<file path="config.mk">
export PLATFORM = sky130hd
export DESIGN_NAME = trap_ctrl
export DESIGN_NICKNAME = d
export VERILOG_FILES = /design/src/rtl/trap_pkg.sv /design/src/rtl/trap_arb.sv /design/src/rtl/trap_ctrl.sv
export SDC_FILE = /design/constraint.sdc
export NUM_CORES = 1
export LEC_CHECK = 0
export ABC_AREA = 1
export BUFFER_PORTS_ARGS = -buffer_cell sky130_fd_sc_hd__buf_2
export CORE_AREA = 2 2 153 155
export CTS_CLUSTER_SIZE = 14
export DETAILED_ROUTE_END_ITERATION = 7
export DIE_AREA = 0 0 155 157
export GPL_TIMING_DRIVEN = 1
export SLEW_MARGIN = 20
export SYNTH_ARGS = -nofsm -noshare
export SYNTH_HDL_FRONTEND = slang
export SYNTH_SLANG_ARGS = --single-unit
</file>
<file path="constraint.sdc">
create_clock -name clk -period 2.36 [get_ports clk]
set_clock_uncertainty 0.15 [all_clocks]
set_input_delay 0.472 -clock clk [delete_from_list [all_inputs] [get_ports clk]]
set_output_delay 0.472 -clock clk [all_outputs]
set_load 0.05 [all_outputs]
</file>
<file path="src/rtl/trap_pkg.sv">
// rtl/trap_pkg.sv - shared types and constants for the machine-mode trap sequencer
//   state_t : sequencer states
//   event_t : accepted event class
//   cause, mstatus and mtvec field constants
package trap_pkg;

  typedef enum logic [1:0] {
    ST_IDLE     = 2'd0,
    ST_FLUSH    = 2'd1,
    ST_COMMIT   = 2'd2,
    ST_REDIRECT = 2'd3
  } state_t;

  typedef enum logic [1:0] {
    EV_NONE = 2'd0,
    EV_EXC  = 2'd1,
    EV_MRET = 2'd2,
    EV_IRQ  = 2'd3
  } event_t;

  localparam logic [3:0] CAUSE_IMISALIGN = 4'd0;
  localparam logic [3:0] CAUSE_ILLEGAL   = 4'd2;
  localparam logic [3:0] CAUSE_BREAK     = 4'd3;
  localparam logic [3:0] CAUSE_LMISALIGN = 4'd4;
  localparam logic [3:0] CAUSE_SMISALIGN = 4'd6;
  localparam logic [3:0] CAUSE_ECALL_M   = 4'd11;

  localparam int         MSTATUS_MIE_BIT = 3;
  localparam logic [1:0] MTVEC_MODE_VEC  = 2'b01;

endpackage

</file>
<file path="src/rtl/trap_arb.sv">
// rtl/trap_arb.sv - combinational event priority select and CSR payload formation
//   in  : exc_valid/exc_code/exc_pc/exc_tval, mret_req, ext_irq/irq_pc, mie,
//         mepc_i/mcause_i/mtval_i (current CSR values, reused for mret)
//   out : ev (selected event class), pay_mepc, pay_mcause, pay_mtval
module trap_arb
  import trap_pkg::*;
#(
  parameter int XLEN      = 32,
  parameter int IRQ_CAUSE = 11
) (
  input  logic            exc_valid,
  input  logic [3:0]      exc_code,
  input  logic [XLEN-1:0] exc_pc,
  input  logic [XLEN-1:0] exc_tval,
  input  logic            mret_req,
  input  logic            ext_irq,
  input  logic [XLEN-1:0] irq_pc,
  input  logic            mie,
  input  logic [XLEN-1:0] mepc_i,
  input  logic [XLEN-1:0] mcause_i,
  input  logic [XLEN-1:0] mtval_i,
  output event_t          ev,
  output logic [XLEN-1:0] pay_mepc,
  output logic [XLEN-1:0] pay_mcause,
  output logic [XLEN-1:0] pay_mtval
);

  localparam logic [3:0] IRQ_CODE = 4'(IRQ_CAUSE);

  always_comb begin
    ev         = EV_NONE;
    pay_mepc   = '0;
    pay_mcause = '0;
    pay_mtval  = '0;
    if (exc_valid) begin
      ev         = EV_EXC;
      pay_mepc   = exc_pc;
      pay_mcause = {{(XLEN-4){1'b0}}, exc_code};
      pay_mtval  = exc_tval;
    end else if (mret_req) begin
      // Echo current CSR contents so the mret update is a no-op on them.
      ev         = EV_MRET;
      pay_mepc   = mepc_i;
      pay_mcause = mcause_i;
      pay_mtval  = mtval_i;
    end else if (ext_irq && mie) begin
      ev         = EV_IRQ;
      pay_mepc   = irq_pc;
      pay_mcause = {1'b1, {(XLEN-5){1'b0}}, IRQ_CODE};
      pay_mtval  = '0;
    end
  end

endmodule

</file>
<file path="src/rtl/trap_ctrl.sv">
// rtl/trap_ctrl.sv - machine-mode trap sequencer: flush, CSR strobe, PC redirect
//   in  : clk, rst_n (sync, active-low), exception/mret/interrupt requests,
//         csr_w_busy, current mstatus/mtvec/mepc/mcause/mtval
//   out : is_trap/is_mret strobes with mepc/mcause/mtval payload,
//         flush, stall, redirect_valid/redirect_pc
module trap_ctrl
  import trap_pkg::*;
#(
  parameter int XLEN        = 32,
  parameter int IRQ_CAUSE   = 11,
  parameter int VECTORED_EN = 1
) (
  input  logic            clk,
  input  logic            rst_n,
  input  logic            exc_valid,
  input  logic [3:0]      exc_code,
  input  logic [XLEN-1:0] exc_pc,
  input  logic [XLEN-1:0] exc_tval,
  input  logic            mret_req,
  input  logic            ext_irq,
  input  logic [XLEN-1:0] irq_pc,
  input  logic            csr_w_busy,
  input  logic [XLEN-1:0] mstatus_i,
  input  logic [XLEN-1:0] mtvec_i,
  input  logic [XLEN-1:0] mepc_i,
  input  logic [XLEN-1:0] mcause_i,
  input  logic [XLEN-1:0] mtval_i,
  output logic            is_trap,
  output logic            is_mret,
  output logic [XLEN-1:0] mepc,
  output logic [XLEN-1:0] mcause,
  output logic [XLEN-1:0] mtval,
  output logic            flush,
  output logic            stall,
  output logic            redirect_valid,
  output logic [XLEN-1:0] redirect_pc
);

  localparam logic [XLEN-1:0] VEC_OFFSET = XLEN'(4 * IRQ_CAUSE);

  state_t          state_q, state_d;
  event_t          ev_q, arb_ev;
  logic [XLEN-1:0] mepc_q, mcause_q, mtval_q;
  logic [XLEN-1:0] arb_mepc, arb_mcause, arb_mtval;
  logic [XLEN-1:0] vec_base;
  logic            unused_mstatus;

  assign unused_mstatus = ^{mstatus_i[XLEN-1:MSTATUS_MIE_BIT+1], mstatus_i[MSTATUS_MIE_BIT-1:0]};

  trap_arb #(
    .XLEN      (XLEN),
    .IRQ_CAUSE (IRQ_CAUSE)
  ) u_arb (
    .exc_valid  (exc_valid),
    .exc_code   (exc_code),
    .exc_pc     (exc_pc),
    .exc_tval   (exc_tval),
    .mret_req   (mret_req),
    .ext_irq    (ext_irq),
    .irq_pc     (irq_pc),
    .mie        (mstatus_i[MSTATUS_MIE_BIT]),
    .mepc_i     (mepc_i),
    .mcause_i   (mcause_i),
    .mtval_i    (mtval_i),
    .ev         (arb_ev),
    .pay_mepc   (arb_mepc),
    .pay_mcause (arb_mcause),
    .pay_mtval  (arb_mtval)
  );

  always_ff @(posedge clk) begin
    if (!rst_n) begin
      state_q  <= ST_IDLE;
      ev_q     <= EV_NONE;
      mepc_q   <= '0;
      mcause_q <= '0;
      mtval_q  <= '0;
    end else begin
      state_q <= state_d;
      if (state_q == ST_IDLE && arb_ev != EV_NONE) begin
        ev_q     <= arb_ev;
        mepc_q   <= arb_mepc;
        mcause_q <= arb_mcause;
        mtval_q  <= arb_mtval;
      end
    end
  end

  // mtvec is read only in REDIRECT so a CSR write that held COMMIT is visible.
  assign vec_base = {mtvec_i[XLEN-1:2], 2'b00};

  always_comb begin
    state_d        = state_q;
    is_trap        = 1'b0;
    is_mret        = 1'b0;
    flush          = 1'b0;
    stall          = 1'b0;
    redirect_valid = 1'b0;
    redirect_pc    = '0;
    mepc           = '0;
    mcause         = '0;
    mtval          = '0;
    if (state_q != ST_IDLE) begin
      mepc   = mepc_q;
      mcause = mcause_q;
      mtval  = mtval_q;
    end
    case (state_q)
      ST_IDLE: begin
        if (arb_ev != EV_NONE) state_d = ST_FLUSH;
      end
      ST_FLUSH: begin
        flush   = 1'b1;
        stall   = 1'b1;
        state_d = ST_COMMIT;
      end
      ST_COMMIT: begin
        stall = 1'b1;
        // The CSR file favours its own write port; wait it out so the strobe lands.
        if (!csr_w_busy) begin
          is_trap = (ev_q != EV_MRET);
          is_mret = (ev_q == EV_MRET);
          state_d = ST_REDIRECT;
        end
      end
      ST_REDIRECT: begin
        redirect_valid = 1'b1;
        state_d        = ST_IDLE;
        if (ev_q == EV_MRET)
          redirect_pc = mepc_i;
        else if ((VECTORED_EN != 0) && (mtvec_i[1:0] == MTVEC_MODE_VEC) && (ev_q == EV_IRQ))
          redirect_pc = vec_base + VEC_OFFSET;
        else
          redirect_pc = vec_base;
      end
      default: state_d = ST_IDLE;
    endcase
  end

endmodule

</file>
Yosys cells after proc, flatten, opt, wreduce, memory -nomap -nowiden
Cells that the tools add are included. W data, S select, Z words.

Register bits after elaboration: 100. RAM bits: 0. Output and inout port bits: 133. Latch bits: 0. Logic and storage cells: 50. Memories: 0. Memory bits (read-only): 0. Bits of input ports: 266.

Eq/ne operators: 9. Div/mod/pow operators: 0. Add/subtract/negate cells: 1. Magnitude comparators: 0. Shifts and indexed selects: 0. Multipliers: 0. Bitwise logic cells: 0. Mux-type cells: 27. Reductions and logical operators: 8.

Operators with widths (number): $mux W32 (14); $add A32 B6 Y32 const B (1); $mux W2 (5); $eq A2 B2 Y1 const B (4); $pmux W2 S4 (1); $mux W1 (7); $eq A2 B1 Y1 const B (2); $ne A2 B2 Y1 const B (2); $reduce_bool A2 Y1 (2); $logic_and A1 B1 Y1 (3); $logic_not A2 Y1 (1); $ne A2 B1 Y1 const B (1); $reduce_and A2 Y1 (1); $reduce_or A2 Y1 (1).

Longest topological paths before layout
Word-level depth: 7. Depth in mapped cells: 12. Gate-level depth less buffers: 12.

By module
A second synthesis with hierarchy kept.

Cell total of the unflattened synthesis: 1341. Area, all modules: 7427.1 µm².

By module, submodules not included: trap_ctrl (instances 1, area each 5482.8 µm², seq. area each 2001.9 µm², cells an instance 872); trap_arb (instances 1, area each 1944.4 µm², seq. area each 0.0 µm², cells an instance 469).

Worst setup path before layout
Ideal clock, no wire load.

Path kind: register -> output. Start point: reg state_q[0]. End point: out redirect_pc[5]. Stages on the path, launching flop included: 5. Path slack: -0.672 ns. Path buffers: 1. Arrival time: 2.410 ns. Cells stage by stage: dfxtp_1 ha_1 clkbuf_1 inv_1 a211oi_1.

Cells in the longest elaborated chain, start to end: 2.

RTL lines: start: declaration (line trap_ctrl.sv:41) `state_t state_q, state_d;`; start signal: assignment (line trap_ctrl.sv:79) `state_q <= state_d;`; $eq A2 B2 Y1 (line trap_ctrl.sv:108) `case (state_q)`; $mux W32 (line trap_ctrl.sv:108); end: declaration (line trap_ctrl.sv:36) `output logic [XLEN-1:0] redirect_pc`.

Every way passes these cells.

Final worst setup path
Start point: in mtvec_i[3]. End point: out redirect_pc[28].

Cells in the longest elaborated chain, start to end: 4.

RTL lines: start: declaration (line trap_ctrl.sv:24) `input logic [XLEN-1:0] mtvec_i,`; $add A32 B6 Y32 (line trap_ctrl.sv:132) `redirect_pc = vec_base + VEC_OFFSET;`; $mux W32 (line trap_ctrl.sv:131) `else if ((VECTORED_EN != 0) && (mtvec_i[1:0] == MTVEC_MODE_VEC) && (ev_q == EV_IRQ))`; $mux W32 (line trap_ctrl.sv:129) `if (ev_q == EV_MRET)`; $mux W32 (line trap_ctrl.sv:108).

Every way passes these cells.

==> run metrics <==
max-cap violations 0; worst-margin pin slew 457 ps; Crit Path Category in -> out; Tcrit/Tclk final 105%; largest family of logic cells by synthesized area compound AO/OA/AOI/OAI gates; P_sw 5360 µW; Adder-Cell Fraction of Synth Area 0.965%; pre-CTS WS -286 ps; Synth Net Count 1315; # nets final 1690; vias per cell 4.88; simple-gate portion of the synthesized area 25.4%; final worst-path setup slack -107 ps; Yosys cell types 35; first-pass GRT wire length 41100 µm; number of global-route vias before repair 7660; Filler cells 2389; Clock Root Buffer clkbuf_16; Core Region 22500 µm²; hpwl dp 20700 µm; most common cell after layout, fill and taps aside buf_2; Syn Area/Cell 6.21 µm²; commonest cells after routing, fill and taps aside 300 x buf_2, 176 x inv_1, 137 x nand2_1; antenna viol nets, final 0; post-synthesis sequential area ratio 30.9%; yosys warns 0; Synth Register Bits 100; # setup viols final 27; # clock sinks 100; Synth Cell Area 6480 µm²; DRT iter0 DRCs 542; DRC errors left 0; pwr dens 1020 nW/µm²; largest net degree at the start of global routing 105; Seq. cell area 2010 µm²; Synth Area in Compound Gates 26.8%; Final Hold Viols 0; Post-synth EDFFs 0; Comb pwr share 61.2%; multi-input logic area 3810 µm²; initial core utilization 28.8%; Period minus WS final 2470 ps; Slew Viols, Final 0; row count 55; total vias in the final route 8365; CP max FO 6; Synth Flop Type dfxtp_1; post-synthesis mux area share 0%; Congestion Overflow GR 0; initial antenna violation count 8; Syn Inst Count 1044; status complete, but fails checks; Req. time, crit path 1740 ps; area growth from synthesis to layout 55.6%; number of I/O port buffers 367; total CTS buffers 9; Clock Pin Slew Worst Setup and Hold Paths 80 ps; Worst Setup Start Kind input pin; CTS max path bufs 2; leakage power figure 0.00502 µW; maximum clock rate 0.405 GHz; Max H-tree Level 3; Sw Ratio 52.0%; VDD IR max 0.472 mV; CTS tree yes; HP Class in -> reg; num ports 399; Async SR Flop Fraction 0%; Pint 4960 µW; GPL Wtd Cong 0.886; share of cells above drive strength 1 38.1%; crit end category primary output; TritonRoute pass-1 iters 5; Fin Hold WS 260 ps; Die Wd 155 µm; RSZ-0062 raised after global routing true; gr usage total 21.4%; Die Ht 157 µm; failing checks negative setup slack; Routed WL 27900 µm; Sequential Power Share 24.8%; XOR/XNOR share of the synthesized area 0.405%; Clock Power Share 14.0%; WP data arrival 1840 ps; wire per inst 16.3 µm; die area 24300 µm²; Rel. slew slack 69.4%; Skew-Pair Late Insertion Delay 340 ps
## through the flow
stage	setup TNS, ps	cells	instance area, µm²	total power (µW)	utilization (%)
after detailed placement	-4070	1673	8930	8370	39.7
after global routing	-3800	1712	10100	11000	44.8
after global placement	-3480	1673	8930	8310	39.7
after CTS	-737	1696	9680	10100	43.0
after floorplan	-123	1044	6530	6700	-
final	-1520	1714	10100	10300	44.8
## logic make-up (layout without fill, tap and decap cells)
family / after synthesis / in the layout
buffers and inverters: 263 / 641
XOR/XNOR: 3 / 3
flip-flops: 100 / 100
AND/OR/NAND/NOR: 382 / 384
AO/OA/AOI/OAI: 291 / 291
adder cells (fa/ha/maj): 5 / 5
other: 0 / 5
## power by group through the flow
stage	Clock [µW]	Combinational [µW]	Sequential, µW
2_1_floorplan	0	4190	2510
3_3_place_gp	0	5760	2550
3_5_place_dp	0	5800	2570
4_1_cts	1490	6070	2560
5_1_grt	1550	6800	2630
6_report	1440	6320	2560
## metal layers
layer	up-vias	GRT usage [%]	part of all wire, %
li1	4185	-	-
met5	-	0	0.13
met1	3813	25.0	41
met3	38	5.51	7.3
met2	323	38.6	49
met4	6	6.39	2.6
## path summary, 6_finish.rpt
path	start	to	slack (ps)	cells past startpoint
worst max register to register	state_q[0]$_SDFFE_PN0P_	mepc_q[23]$_SDFFE_PN0P_	340	8
worst min register to register	mcause_q[15]$_SDFFE_PN0P_	mcause_q[15]$_SDFFE_PN0P_	320	2
worst min-delay path	mcause_i[31]	mcause_q[31]$_SDFFE_PN0P_	260	3
worst max-delay path	mtvec_i[3]	redirect_pc[28]	-110	13
## repair_timing
item	in CTS	in global routing
hold buffers	0	0
setup endpoints to repair	70	73
pin swaps	17	22
buffers inserted	4	13
endpoints found under the hold margin	0	0
gates cloned	3	1
resized for setup	132	93
## flip-flops by register name (all words and copies together) (netlist names)
name      count
mtval_q      32
mcause_q     32
mepc_q       32
state_q       2
ev_q          2
## cell type report
| cell class | instances | share of cell area (%) |
|---|---|---|
| tap | 285 | 3.53 |
| clock buffer | 10 | 2.27 |
| sequential | 100 | 19.9 |
| inverter | 190 | 7.13 |
| clock inverter | 6 | 0.546 |
| multi-input combinational | 683 | 37.8 |
| timing repair buffer | 435 | 28.7 |
| antenna | 5 | 0.124 |
## worst max-delay path, cell delays in order
cell and delay (ps):
buf_2 90, inv_1 40, ha_2 170, inv_2 40
nand2_1 50, nand2_2 120, nand3_4 130, nor2_4 220
nand4_1 120, nand3_1 100, nand2_1 60, inv_1 60
buf_6 150
## synthesized netlist by cell type, types with 3 or more instances
library cell,instances,area share [%]
a211oi_1,28,3.2
a21oi_1,76,5.9
a22oi_1,33,3.8
a31oi_1,15,1.4
a41oi_1,21,2.8
buf_2,16,1.2
clkbuf_1,54,3.1
dfxtp_1,100,31
ha_1,5,0.97
inv_1,186,11
inv_2,3,0.17
nand2_1,147,8.5
nand3_1,75,5.8
nand3b_1,8,0.93
nand4_1,7,0.68
nor2_1,127,7.4
nor3_1,6,0.46
o211ai_1,8,0.93
o21ai_0,101,7.8
o21ai_1,5,0.39
Power figures use the tool's default switching activity.
